`config.mk`:
```
export PLATFORM = sky130hd
export DESIGN_NAME = set_counter_grid
export DESIGN_NICKNAME = d
export VERILOG_FILES = /design/src/rtl/set_counter_grid.sv
export SDC_FILE = /design/constraint.sdc
export NUM_CORES = 1
export LEC_CHECK = 0
export CAP_MARGIN = 40
export CORE_ASPECT_RATIO = 0.9
export CORE_MARGIN = 1
export CORE_UTILIZATION = 56
export DETAILED_ROUTE_END_ITERATION = 12
export GPL_ROUTABILITY_DRIVEN = 0
export PLACE_DENSITY_LB_ADDON = 0.3
export SETUP_SLACK_MARGIN = 0.4
export SKIP_LAST_GASP = 1
export SLEW_MARGIN = 25
export SYNTH_ARGS = -nofsm -noshare
export SYNTH_HDL_FRONTEND = slang
export SYNTH_SLANG_ARGS = --single-unit
```
`constraint.sdc`:
```
create_clock -name clk -period 7.35 [get_ports clk]
set_input_delay 0.735 -clock clk [delete_from_list [all_inputs] [get_ports clk]]
set_output_delay 0.735 -clock clk [all_outputs]
set_load 0.01 [all_outputs]
```
`src/rtl/set_counter_grid.sv`:
```
// Grid-point set counter: scans every lattice point (x,y) in 1..GRID one per clock
// and counts the points that satisfy the selected set expression over circles A, B, C.
module set_counter_grid #(
    parameter int GRID  = 8,
    parameter int CW    = 4,
    parameter int RW    = 4,
    parameter int CNT_W = 8
) (
    input  logic              clk,
    input  logic              rst,
    input  logic              en,
    input  logic [6*CW-1:0]   central,
    input  logic [3*RW-1:0]   radius,
    input  logic [1:0]        mode,
    output logic              busy,
    output logic              valid,
    output logic [CNT_W-1:0]  candidate
);

    localparam int DW = CW + 1;
    localparam int SW = 2 * DW + 1;
    localparam int MW = (SW > 2 * RW) ? SW : 2 * RW;
    localparam logic [CW-1:0] GRID_X = CW'(GRID);
    localparam logic [CW-1:0] ONE_X  = CW'(1);

    typedef enum logic [1:0] {IDLE, SCAN, DONE} state_t;

    state_t            state;
    logic [CW-1:0]     x;
    logic [CW-1:0]     y;
    logic [6*CW-1:0]   job_central;
    logic [3*RW-1:0]   job_radius;
    logic [1:0]        job_mode;
    logic              in_a;
    logic              in_b;
    logic              in_c;
    logic              hit;

    // Exact distance test; signed differences are folded to magnitudes so the
    // squares stay unsigned and wide enough that nothing can overflow.
    function automatic logic in_circle(
        input logic [CW-1:0] px,
        input logic [CW-1:0] py,
        input logic [CW-1:0] cx,
        input logic [CW-1:0] cy,
        input logic [RW-1:0] r
    );
        logic signed [DW-1:0] dx;
        logic signed [DW-1:0] dy;
        logic [DW-1:0]        ax;
        logic [DW-1:0]        ay;
        logic [SW-1:0]        dist_sq;
        logic [2*RW-1:0]      r_sq;
        dx = $signed({1'b0, px}) - $signed({1'b0, cx});
        dy = $signed({1'b0, py}) - $signed({1'b0, cy});
        ax = dx[DW-1] ? DW'(-dx) : DW'(dx);
        ay = dy[DW-1] ? DW'(-dy) : DW'(dy);
        dist_sq = SW'(ax) * SW'(ax) + SW'(ay) * SW'(ay);
        r_sq = (2*RW)'(r) * (2*RW)'(r);
        return MW'(dist_sq) <= MW'(r_sq);
    endfunction

    always_comb begin
        in_a = in_circle(x, y, job_central[6*CW-1 -: CW], job_central[5*CW-1 -: CW],
                         job_radius[3*RW-1 -: RW]);
        in_b = in_circle(x, y, job_central[4*CW-1 -: CW], job_central[3*CW-1 -: CW],
                         job_radius[2*RW-1 -: RW]);
        in_c = in_circle(x, y, job_central[2*CW-1 -: CW], job_central[CW-1 -: CW],
                         job_radius[RW-1 -: RW]);
        case (job_mode)
            2'b00:   hit = in_a;
            2'b01:   hit = in_a & in_b;
            2'b10:   hit = in_a ^ in_b;
            default: hit = ({1'b0, in_a} + {1'b0, in_b} + {1'b0, in_c}) == 2'd2;
        endcase
    end

    // Job FSM: capture on accept, one point per clock, one-cycle DONE pulse.
    always_ff @(posedge clk or posedge rst) begin
        if (rst) begin
            state       <= IDLE;
            busy        <= 1'b0;
            valid       <= 1'b0;
            candidate   <= '0;
            x           <= ONE_X;
            y           <= ONE_X;
            job_central <= '0;
            job_radius  <= '0;
            job_mode    <= 2'b00;
        end else begin
            case (state)
                IDLE: begin
                    if (en) begin
                        job_central <= central;
                        job_radius  <= radius;
                        job_mode    <= mode;
                        candidate   <= '0;
                        x           <= ONE_X;
                        y           <= ONE_X;
                        busy        <= 1'b1;
                        state       <= SCAN;
                    end
                end
                SCAN: begin
                    if (hit) begin
                        candidate <= candidate + CNT_W'(1);
                    end
                    if (x == GRID_X) begin
                        x <= ONE_X;
                        if (y == GRID_X) begin
                            y     <= ONE_X;
                            valid <= 1'b1;
                            state <= DONE;
                        end else begin
                            y <= y + ONE_X;
                        end
                    end else begin
                        x <= x + ONE_X;
                    end
                end
                DONE: begin
                    valid <= 1'b0;
                    busy  <= 1'b0;
                    state <= IDLE;
                end
                default: begin
                    state <= IDLE;
                end
            endcase
        end
    end

endmodule
```
==> flow_summary_export.csv, run 1 <==
group,metric,value,unit
synth,ys_seq_area_share,16.9,%
clock_tree,clkTransAtPathRegs,60,ps
critical_path,r2r-start,"y[0]$_DFFE_PP1P_",
synth,synth.ff_latch_count,58,
clock_tree,tritoncts_num_sinks,58,
synth,synth_top_area_cell,"sky130_fd_sc_hd__ha_1",
global_routing,grt_first_pass_wirelength,32.6,mm
layout,seq_area,1460,um^2
sta,layout_worst_path_cycle_share,107,%
clock_tree,clock_path_buffers,2,
placed_design,port_buffers,50,
synth,synth-edff-count,0,
sta,timing.final.max_slew_violations,0,
routing,drtIter0Drc,311,
floorplanning,die_w,133,um
critical_path,crit_family,"adder cells",
layout,post_route_cells_drive_above_1_share,23.9,%
min_path,hold_path_depth,1,
floorplanning,std_cell_rows,42,
global_routing,grt_start_max_net_pins,59,
critical_path,critical_path_arrival,8070,ps
routing,detail-route-antenna-nets,0,
sta,worst-slew-pin-transition,698,ps
sta,max_freq,0.127,GHz
floorplanning,start_util,57.8,%
floorplanning,placeableCoreArea,14900,um^2
routing,routed_wire_length,18.5,mm
critical_path,cp_num_cells,35,
layout,fillerInstances,1040,
critical_path,critical_path.startpoint_type,"register",
critical_path,cpMaxStageDelayCell,"sky130_fd_sc_hd__dfstp_2",
floorplanning,ioPinCount,51,
layout,syn2layout_area_growth,28.1,%
synth,synth_area_per_cell,9.40,um^2
synth,synth_area,8600,um^2
critical_path,ff2ff_path_depth,35,
sta,timing.slew.headroom,53.0,%
global_routing,vias_in_the_first_global_route,7253,
sta,timing.setup.tns,-3700,ps
critical_path,critical_path.reg2reg.endpoint,"candidate[3]$_DFFE_PP0P_",
floorplanning,dieArea,15900,um^2
global_routing,groute.usage.overall,25.3,%
critical_path,reg2reg_setup_slack,-500,ps
routing,routed_via_density,5.25,
routing,drt_pass1_iterations,4,
sta,grt_setup_unrepaired,"yes",
synth,postSynthCellCount,915,
sta,worst_clock_skew,5.69,ps
clock_tree,cts_buffers,9,
min_path,holdPathEnd,"job_central[22]$_DFFE_PP0P_",
critical_path,path_class,"reg2reg",
synth,synth-main-ff-cell,"sky130_fd_sc_hd__dfrtp_1",
run_status,status,"finished, violations left",
routing,dr_total_vias,6919,
synth,synth-async-reset-ratio,100,%
min_path,hold_path.startpoint,"job_central[22]$_DFFE_PP0P_",
clock_tree,post_cts_hold_buffer_count,0,
job,max-cap-violations,0,
min_path,min-delay-path-class,"reg2reg",
clock_tree,clock_root_buffer,"sky130_fd_sc_hd__clkbuf_16",
placed_design,dpl_cell_area,10500,um^2
run_status,violations,"negative setup slack",
routing,post_drt_wl_per_cell,14.1,um
global_routing,grt_overflow,0,
routing,remaining_drc_errors,0,
sta,layout_min_cycle_time,7850,ps
clock_tree,tritoncts,"yes",
clock_tree,cts_max_level,3,
layout,diodes,0,
critical_path,critical-path-max-stage-delay,550,ps
sta,setup_ws_final,-501,ps
critical_path,critPathMostFrequentCell,"sky130_fd_sc_hd__fa_1",
synth,synth_cell_types,66,
critical_path,critPathBufInv,9,
critical_path,crit_path_end_kind,"register",
synth,post_synth_main_area_contributors,"sky130_fd_sc_hd__ha_1, sky130_fd_sc_hd__fa_1, sky130_fd_sc_hd__dfrtp_1",
global_routing,antenna_violations_before_repair,0,
critical_path,worst_ep_required_time,7570,ps
floorplanning,die_height,120,um
synth,yosysTopAreaCellShare,22.5,%
critical_path,critical_path_peak_fanout,5,
layout,design.final.nets,1381,
placed_design,half_perimeter_wire_length_after_detailed_placement,15.1,mm
layout,multi_input_area,6770,um^2
synth,yosysWarningCount,0,
layout,design_area,11000,um^2
sta,finalHoldViolCount,0,
clock_tree,insertion_delay_of_the_later_clocked_pin_in_the_worst_skew_pair,340,ps
sta,setup-violations-final,8,
worst reg2reg max path, delay by kind of cell (launching register included):
family / cells / cell delay [ps]
xor+xnor: 2 / 330
mux: 1 / 300
compound gates: 5 / 1100
simple gates: 8 / 960
buf+inv: 9 / 590
fa+ha+maj: 10 / 3920
flops: 1 / 550
flip-flops by register name, summed over array words and instances (netlist names):
name / cells
state: 2
y: 4
x: 4
valid: 1
job_central: 24
job_mode: 2
busy: 1
job_radius: 12
candidate: 8
cells in the final DEF, fill, tap and decap left out, types with 4 or more instances in the layout:
cell,n
sky130_fd_sc_hd__dfrtp_1,55
sky130_fd_sc_hd__mux2_2,39
sky130_fd_sc_hd__nand4_1,4
sky130_fd_sc_hd__xnor2_2,4
sky130_fd_sc_hd__mux2i_1,4
sky130_fd_sc_hd__xnor2_1,33
sky130_fd_sc_hd__inv_1,158
sky130_fd_sc_hd__ha_4,5
sky130_fd_sc_hd__o21ai_0,24
sky130_fd_sc_hd__a211o_1,4
sky130_fd_sc_hd__nand2_1,31
sky130_fd_sc_hd__fa_1,69
sky130_fd_sc_hd__nor2b_1,13
sky130_fd_sc_hd__a21oi_2,8
sky130_fd_sc_hd__nor3_1,6
sky130_fd_sc_hd__a21oi_4,4
sky130_fd_sc_hd__a21oi_1,33
sky130_fd_sc_hd__xor2_1,15
sky130_fd_sc_hd__conb_1,9
sky130_fd_sc_hd__nand2b_1,16
sky130_fd_sc_hd__a31oi_1,6
sky130_fd_sc_hd__nand4b_1,8
sky130_fd_sc_hd__ha_1,148
sky130_fd_sc_hd__nand3_1,13
sky130_fd_sc_hd__and2_1,19
sky130_fd_sc_hd__inv_2,9
sky130_fd_sc_hd__a21o_1,26
sky130_fd_sc_hd__nor2_1,65
sky130_fd_sc_hd__clkbuf_16,9
sky130_fd_sc_hd__buf_4,133
sky130_fd_sc_hd__and3_1,6
sky130_fd_sc_hd__clkdlybuf4s50_1,50
sky130_fd_sc_hd__o21bai_1,9
cells by family after synthesis:
logic type | synth area share (%)
AO/OA/AOI/OAI | 12.6
XOR/XNOR | 5.29
adder cells (fa/ha/maj) | 39.1
buffers and inverters | 7.69
flip-flops | 16.9
multiplexers | 6.22
other | 0.0436
AND/OR/NAND/NOR | 12.2
worst max path at each step:
stage | start | to | slack, ps
finish | y[0]$_DFFE_PP1P_ | candidate[3]$_DFFE_PP0P_ | -500
global route | y[0]$_DFFE_PP1P_ | candidate[3]$_DFFE_PP0P_ | -790
CTS | y[0]$_DFFE_PP1P_ | candidate[3]$_DFFE_PP0P_ | -470
detailed placement | y[0]$_DFFE_PP1P_ | candidate[3]$_DFFE_PP0P_ | -530
global placement | y[0]$_DFFE_PP1P_ | candidate[2]$_DFFE_PP0P_ | -430
floorplan | y[0]$_DFFE_PP1P_ | candidate[0]$_DFFE_PP0P_ | -200
synthesized netlist by cell type, types with 9 or more instances:
master                       n
sky130_fd_sc_hd__inv_1     169
sky130_fd_sc_hd__nand2b_1   16
sky130_fd_sc_hd__o21bai_1    9
sky130_fd_sc_hd__nand3_1    14
sky130_fd_sc_hd__a21oi_1    43
sky130_fd_sc_hd__a21o_1     26
sky130_fd_sc_hd__ha_1      155
sky130_fd_sc_hd__dfrtp_1    56
sky130_fd_sc_hd__nand2_1    35
sky130_fd_sc_hd__nor2_1     65
sky130_fd_sc_hd__xnor2_1    37
sky130_fd_sc_hd__and2_1     19
sky130_fd_sc_hd__mux2_2     39
sky130_fd_sc_hd__o21ai_0    26
sky130_fd_sc_hd__xor2_1     15
sky130_fd_sc_hd__nor2b_1    16
sky130_fd_sc_hd__fa_1       71
through the flow:
step,cells,util [%],hold slack (ps),setup slack (ps)
after CTS,1308,73.2,506,-474
after detailed placement,1286,70.6,494,-528
after global placement,1285,70.4,488,-427
after floorplan,923,-,472,-197
after global routing,1317,74.1,532,-787
final,1317,74.1,503,-501
final cells by class:
type | instances | share of cell area, %
inverters | 169 | 5.80
multi-input cells | 689 | 61.5
clock buffers | 9 | 2.04
clock inverters | 7 | 0.931
well taps | 198 | 2.25
flip-flops and latches | 58 | 13.2
repair buffers | 187 | 14.3
routing by layer:
layer	track usage (%)	part of all wire [%]
met1	33.7	47
met2	43.0	48
met3	4.06	2.7
met4	6.68	2.4
met5	0	0
repair_timing:
action | CTS | global route
resized for setup | 7 | 13
buffers inserted | 6 | 8
hold endpoints to repair | 0 | 0
pin swaps | 2 | 6
setup endpoints to repair | 8 | 8
Power of run 1 is left out: the tool's default activity adds up to more than one toggle a clock period on the data nets, which glitch-free logic cannot reach.
==> run 2: changes to the inputs <==
--- a/config.mk
+++ b/config.mk
@@ -8,8 +8,9 @@
 export CAP_MARGIN = 40
 export CORE_ASPECT_RATIO = 0.9
 export CORE_MARGIN = 1
-export CORE_UTILIZATION = 56
+export CORE_UTILIZATION = 60
 export DETAILED_ROUTE_END_ITERATION = 12
+export DONT_BUFFER_PORTS = 1
 export GPL_ROUTABILITY_DRIVEN = 0
 export PLACE_DENSITY_LB_ADDON = 0.3
 export SETUP_SLACK_MARGIN = 0.4
==> flow_summary_export.csv, run 2 (synthesis gave the netlist of run 1 again) <==
group,metric,value,unit
run_status,status,"finished, violations left",
run_status,violations,"negative setup slack",
job,max-cap-violations,0,
clock_tree,clock_path_buffers,2,
clock_tree,clkTransAtPathRegs,60,ps
placed_design,half_perimeter_wire_length_after_detailed_placement,14.9,mm
critical_path,critical_path_peak_fanout,5,
floorplanning,std_cell_rows,41,
critical_path,critPathMostFrequentCell,"sky130_fd_sc_hd__fa_1",
layout,most_frequent_standard_cell_in_the_layout_excluding_fill_and_tap_cells,"sky130_fd_sc_hd__inv_1",
critical_path,worstSetupEndpoint,"candidate[3]$_DFFE_PP0P_",
sta,setup-violations-final,8,
sta,max_freq,0.127,GHz
layout,fillerInstances,943,
sta,timing.slew.headroom,56.8,%
critical_path,worst_ep_required_time,7580,ps
routing,routed_via_density,5.35,
placed_design,port_buffers,0,
critical_path,cp_num_cells,35,
sta,layout_worst_path_cycle_share,107,%
critical_path,critical-path-max-stage-delay,570,ps
global_routing,grt_start_max_net_pins,59,
sta,finalHoldViolCount,0,
floorplanning,ioPinCount,51,
layout,seq_area,1460,um^2
floorplanning,dieArea,14800,um^2
global_routing,vias_in_the_first_global_route,6963,
clock_tree,tritoncts,"yes",
routing,remaining_drc_errors,0,
critical_path,worstSetupStartpoint,"y[0]$_DFFE_PP1P_",
floorplanning,die_w,128,um
floorplanning,die_height,116,um
critical_path,reg2reg_setup_slack,-540,ps
layout,post_route_cells_drive_above_1_share,26.0,%
critical_path,cpMaxStageDelayCell,"sky130_fd_sc_hd__dfstp_2",
layout,diodes,0,
routing,post_drt_wl_per_cell,14.8,um
routing,drt_pass1_iterations,5,
global_routing,antenna_violations_before_repair,0,
clock_tree,clock_root_buffer,"sky130_fd_sc_hd__clkbuf_16",
routing,dr_total_vias,6800,
sta,worst_hold_slack,270,ps
critical_path,path_class,"reg2reg",
global_routing,grt_overflow,0,
global_routing,grt_first_pass_wirelength,31.5,mm
critical_path,r2r-start,"y[0]$_DFFE_PP1P_",
sta,setup_ws_final,-541,ps
sta,worst-slew-pin-transition,647,ps
floorplanning,start_util,61.4,%
critical_path,critical_path.startpoint_type,"register",
sta,layout_min_cycle_time,7890,ps
floorplanning,placeableCoreArea,14000,um^2
clock_tree,insertion_delay_of_the_later_clocked_pin_in_the_worst_skew_pair,340,ps
sta,grt_setup_unrepaired,"yes",
sta,timing.final.max_slew_violations,0,
routing,routed_wire_length,18.8,mm
layout,regMostFlops,"job_central",
clock_tree,cts_buffers,9,
clock_tree,tritoncts_num_sinks,58,
routing,drtIter0Drc,292,
clock_tree,post_cts_hold_buffer_count,0,
critical_path,crit_path_end_kind,"register",
critical_path,critical_path_arrival,8120,ps
critical_path,ff2ff_path_depth,35,
layout,largestRegisters,"job_central: 24 flops, job_radius: 12 flops, candidate: 8 flops",
critical_path,critPathBufInv,9,
layout,mostFrequentLayoutCells,"sky130_fd_sc_hd__inv_1, sky130_fd_sc_hd__ha_1, sky130_fd_sc_hd__buf_4",
global_routing,groute.usage.overall,27.1,%
critical_path,crit_family,"adder cells",
min_path,min-delay-path-class,"in2async",
layout,syn2layout_area_growth,22.5,%
layout,design.final.nets,1339,
layout,multi_input_area,6770,um^2
clock_tree,cts_max_level,3,
critical_path,critical_path.reg2reg.endpoint,"candidate[3]$_DFFE_PP0P_",
sta,worst_clock_skew,8.72,ps
routing,detail-route-antenna-nets,0,
layout,largest_register_ffs,24,
run 2: layout make-up:
cell class	count	share of cell area [%]
multi-input combinational	689	64.3
sequential	58	13.8
timing repair buffer	145	10.7
inverter	169	6.07
tap	193	2.29
clock buffer	10	2.27
clock inverter	6	0.629
run 2: layer usage:
| metal | global-route usage [%] | wire length, um | vias to the layer above |
|---|---|---|---|
| met5 | 0 | 0 | - |
| met4 | 9.57 | 512 | 0 |
| met3 | 5.08 | 834 | 50 |
| met2 | 46.9 | 9140 | 143 |
| met1 | 33.9 | 8350 | 3241 |
| li1 | - | - | 3366 |
run 2: through the flow:
| step | worst slack (ps) | setup TNS, ps | area, um^2 | instances | util, % |
|---|---|---|---|---|---|
| after floorplan | -197 | -902 | 8830 | 923 | - |
| after global placement | -362 | -2440 | 9950 | 1228 | 71.1 |
| after detailed placement | -540 | -3820 | 9960 | 1228 | 71.1 |
| after CTS | -488 | -3600 | 10400 | 1263 | 74.5 |
| after global routing | -896 | -6880 | 10500 | 1270 | 75.3 |
| final | -541 | -3990 | 10500 | 1270 | 75.3 |
run 2: repair_timing:
action	in CTS	in global routing
gates resized for setup	6	15
endpoints found under the hold margin	0	0
endpoints found under the setup margin	8	8
buffers inserted	19	6
pin swaps	3	23
run 2: worst register-to-register path, delay by kind of cell, from the launching register on:
kind / cells / cell delay, ps
multiplexers: 1 / 300
adder cells (fa/ha/maj): 10 / 3920
AO/OA/AOI/OAI: 5 / 1110
AND/OR/NAND/NOR: 8 / 970
flip-flops: 1 / 570
buffers and inverters: 9 / 600
XOR/XNOR: 2 / 300
run 2: how the worst min path moves through the flow:
stage                                 from                           to  slack, ps
2_1_floorplan         state[1]$_DFFE_PP0P_         state[1]$_DFFE_PP0P_        470
3_3_place_gp   job_central[23]$_DFFE_PP0P_  job_central[23]$_DFFE_PP0P_        490
3_5_place_dp    job_central[3]$_DFFE_PP0P_   job_central[3]$_DFFE_PP0P_        490
4_1_cts         job_central[3]$_DFFE_PP0P_   job_central[3]$_DFFE_PP0P_        500
5_1_grt                                rst     candidate[1]$_DFFE_PP0P_        290
6_report                               rst  job_central[14]$_DFFE_PP0P_        270
Power of run 2 is left out for the same reason.
==> run 3: changes to the inputs <==
--- a/config.mk
+++ b/config.mk
@@ -5,10 +5,11 @@
 export SDC_FILE = /design/constraint.sdc
 export NUM_CORES = 1
 export LEC_CHECK = 0
+export ABC_CLOCK_PERIOD_IN_PS = 7350
 export CAP_MARGIN = 40
 export CORE_ASPECT_RATIO = 0.9
 export CORE_MARGIN = 1
-export CORE_UTILIZATION = 60
+export CORE_UTILIZATION = 41
 export DETAILED_ROUTE_END_ITERATION = 12
 export DONT_BUFFER_PORTS = 1
 export GPL_ROUTABILITY_DRIVEN = 0
==> flow_summary_export.csv, run 3 (synthesis gave the netlist of run 1 again) <==
group,metric,value,unit
run_status,status,"finished, violations left",
run_status,violations,"negative setup slack",
floorplanning,start_util,42.4,%
floorplanning,dieArea,21600,um^2
routing,post_drt_wl_per_cell,13.1,um
layout,regMostFlops,"job_central",
sta,worst-slew-pin-transition,649,ps
clock_tree,clock_root_buffer,"sky130_fd_sc_hd__clkbuf_16",
job,max-cap-violations,0,
sta,max_freq,0.129,GHz
critical_path,crit_path_end_kind,"register",
layout,largest_register_ffs,24,
placed_design,half_perimeter_wire_length_after_detailed_placement,14.7,mm
global_routing,grt_first_pass_wirelength,30.6,mm
critical_path,critical_path.reg2reg.endpoint,"candidate[3]$_DFFE_PP0P_",
sta,setup_ws_final,-408,ps
critical_path,r2r-start,"y[0]$_DFFE_PP1P_",
layout,post_route_cells_drive_above_1_share,26.3,%
global_routing,grt_start_max_net_pins,59,
critical_path,worst_ep_required_time,7570,ps
sta,layout_min_cycle_time,7760,ps
sta,worst_clock_skew,12.7,ps
sta,worst_hold_slack,252,ps
global_routing,grt_overflow,0,
routing,detail-route-antenna-nets,0,
sta,grt_setup_unrepaired,"yes",
floorplanning,std_cell_rows,49,
critical_path,ff2ff_path_depth,35,
sta,setup-violations-final,8,
critical_path,reg2reg_setup_slack,-410,ps
layout,fillerInstances,1857,
critical_path,critical-path-max-stage-delay,550,ps
floorplanning,placeableCoreArea,20300,um^2
min_path,min-delay-path-class,"in2async",
critical_path,path_class,"reg2reg",
sta,timing.slew.headroom,56.2,%
layout,mostFrequentLayoutCells,"sky130_fd_sc_hd__inv_1, sky130_fd_sc_hd__ha_1, sky130_fd_sc_hd__buf_4",
routing,routed_via_density,4.81,
routing,routed_wire_length,17.7,mm
routing,dr_total_vias,6497,
clock_tree,tritoncts_num_sinks,58,
critical_path,critical_path.startpoint_type,"register",
layout,syn2layout_area_growth,23.8,%
clock_tree,clock_path_buffers,2,
clock_tree,clkTransAtPathRegs,50,ps
critical_path,critical_path_peak_fanout,5,
clock_tree,insertion_delay_of_the_later_clocked_pin_in_the_worst_skew_pair,340,ps
global_routing,groute.usage.overall,17.7,%
floorplanning,die_height,139,um
clock_tree,post_cts_hold_buffer_count,0,
global_routing,antenna_violations_before_repair,1,
layout,multi_input_area,6820,um^2
placed_design,pre_cts_slack,-533,ps
layout,most_frequent_standard_cell_in_the_layout_excluding_fill_and_tap_cells,"sky130_fd_sc_hd__inv_1",
floorplanning,ioPinCount,51,
placed_design,port_buffers,0,
sta,timing.setup.tns,-2890,ps
clock_tree,cts_buffers,9,
routing,drt_pass1_iterations,5,
layout,diodes,0,
sta,layout_worst_path_cycle_share,106,%
critical_path,cpMaxStageDelayCell,"sky130_fd_sc_hd__dfstp_2",
floorplanning,die_w,155,um
critical_path,critical_path_arrival,7980,ps
sta,timing.final.max_slew_violations,0,
global_routing,vias_in_the_first_global_route,6576,
layout,seq_area,1450,um^2
sta,finalHoldViolCount,0,
clock_tree,tritoncts,"yes",
clock_tree,cts_max_level,3,
routing,remaining_drc_errors,0,
layout,design.final.nets,1334,
routing,drtIter0Drc,158,
layout,largestRegisters,"job_central: 24 flops, job_radius: 12 flops, candidate: 8 flops",
==> run 3: cell count changes in the layout (fill, tap and decap cells not counted), sizes merged <==
cell	change
buf	-5
bufinv	+1
clkinvlp	-2
clkbuf	+1
==> run 3: how the worst max path moves through the flow <==
| stage | start | endpoint | slack, ps | cells past startpoint |
|---|---|---|---|---|
| final | y[0]$_DFFE_PP1P_ | candidate[3]$_DFFE_PP0P_ | -410 | 35 |
| after global routing | y[0]$_DFFE_PP1P_ | candidate[0]$_DFFE_PP0P_ | -750 | 36 |
| after CTS | y[0]$_DFFE_PP1P_ | candidate[3]$_DFFE_PP0P_ | -470 | 35 |
| after detailed placement | y[0]$_DFFE_PP1P_ | candidate[3]$_DFFE_PP0P_ | -530 | 33 |
| after global placement | y[0]$_DFFE_PP1P_ | candidate[0]$_DFFE_PP0P_ | -410 | 33 |
| after floorplan | y[0]$_DFFE_PP1P_ | candidate[0]$_DFFE_PP0P_ | -200 | 35 |
==> run 3: layer usage <==
layer | track usage [%] | up-vias | wire length, um | share of wire, %
met2 | 29.5 | 68 | 8250 | 47
met4 | 3.86 | 0 | 187 | 1.1
met1 | 24.0 | 3061 | 8630 | 49
met5 | 0 | - | 0 | 0
met3 | 3.18 | 16 | 592 | 3.4
li1 | - | 3352 | - | -
==> run 3: critical path: cells and delay by family (launching register included) <==
kind,cells,cell delay [ps]
buf+inv,9,550
fa+ha+maj,10,3900
flops,1,550
xor+xnor,2,320
simple gates,8,970
compound gates,5,1050
mux,1,300
==> run 3: cell type report <==
cell class                      instances  share of cell area [%]
Timing Repair Buffer                  140                    10.1
Tap cell                              280                    3.29
Inverter                              169                    6.00
Multi-Input combinational cell        689                    64.0
Clock inverter                          5                   0.728
Sequential cell                        58                    13.6
Clock buffer                           11                    2.28
==> run 3: what timing repair did <==
action,in CTS,in global routing
setup endpoints to repair,8,8
resized for setup,6,26
pin swaps,3,22
buffers inserted,3,6
==> run 3: through the flow <==
| stage | instance area (um^2) | util, % | cells |
|---|---|---|---|
| floorplan | 8830 | - | 923 |
| global placement | 10100 | 49.9 | 1326 |
| detailed placement | 10100 | 49.9 | 1326 |
| CTS | 10500 | 51.8 | 1345 |
| global route | 10700 | 52.5 | 1352 |
| finish | 10700 | 52.5 | 1352 |
Power of run 3 is left out for the same reason.
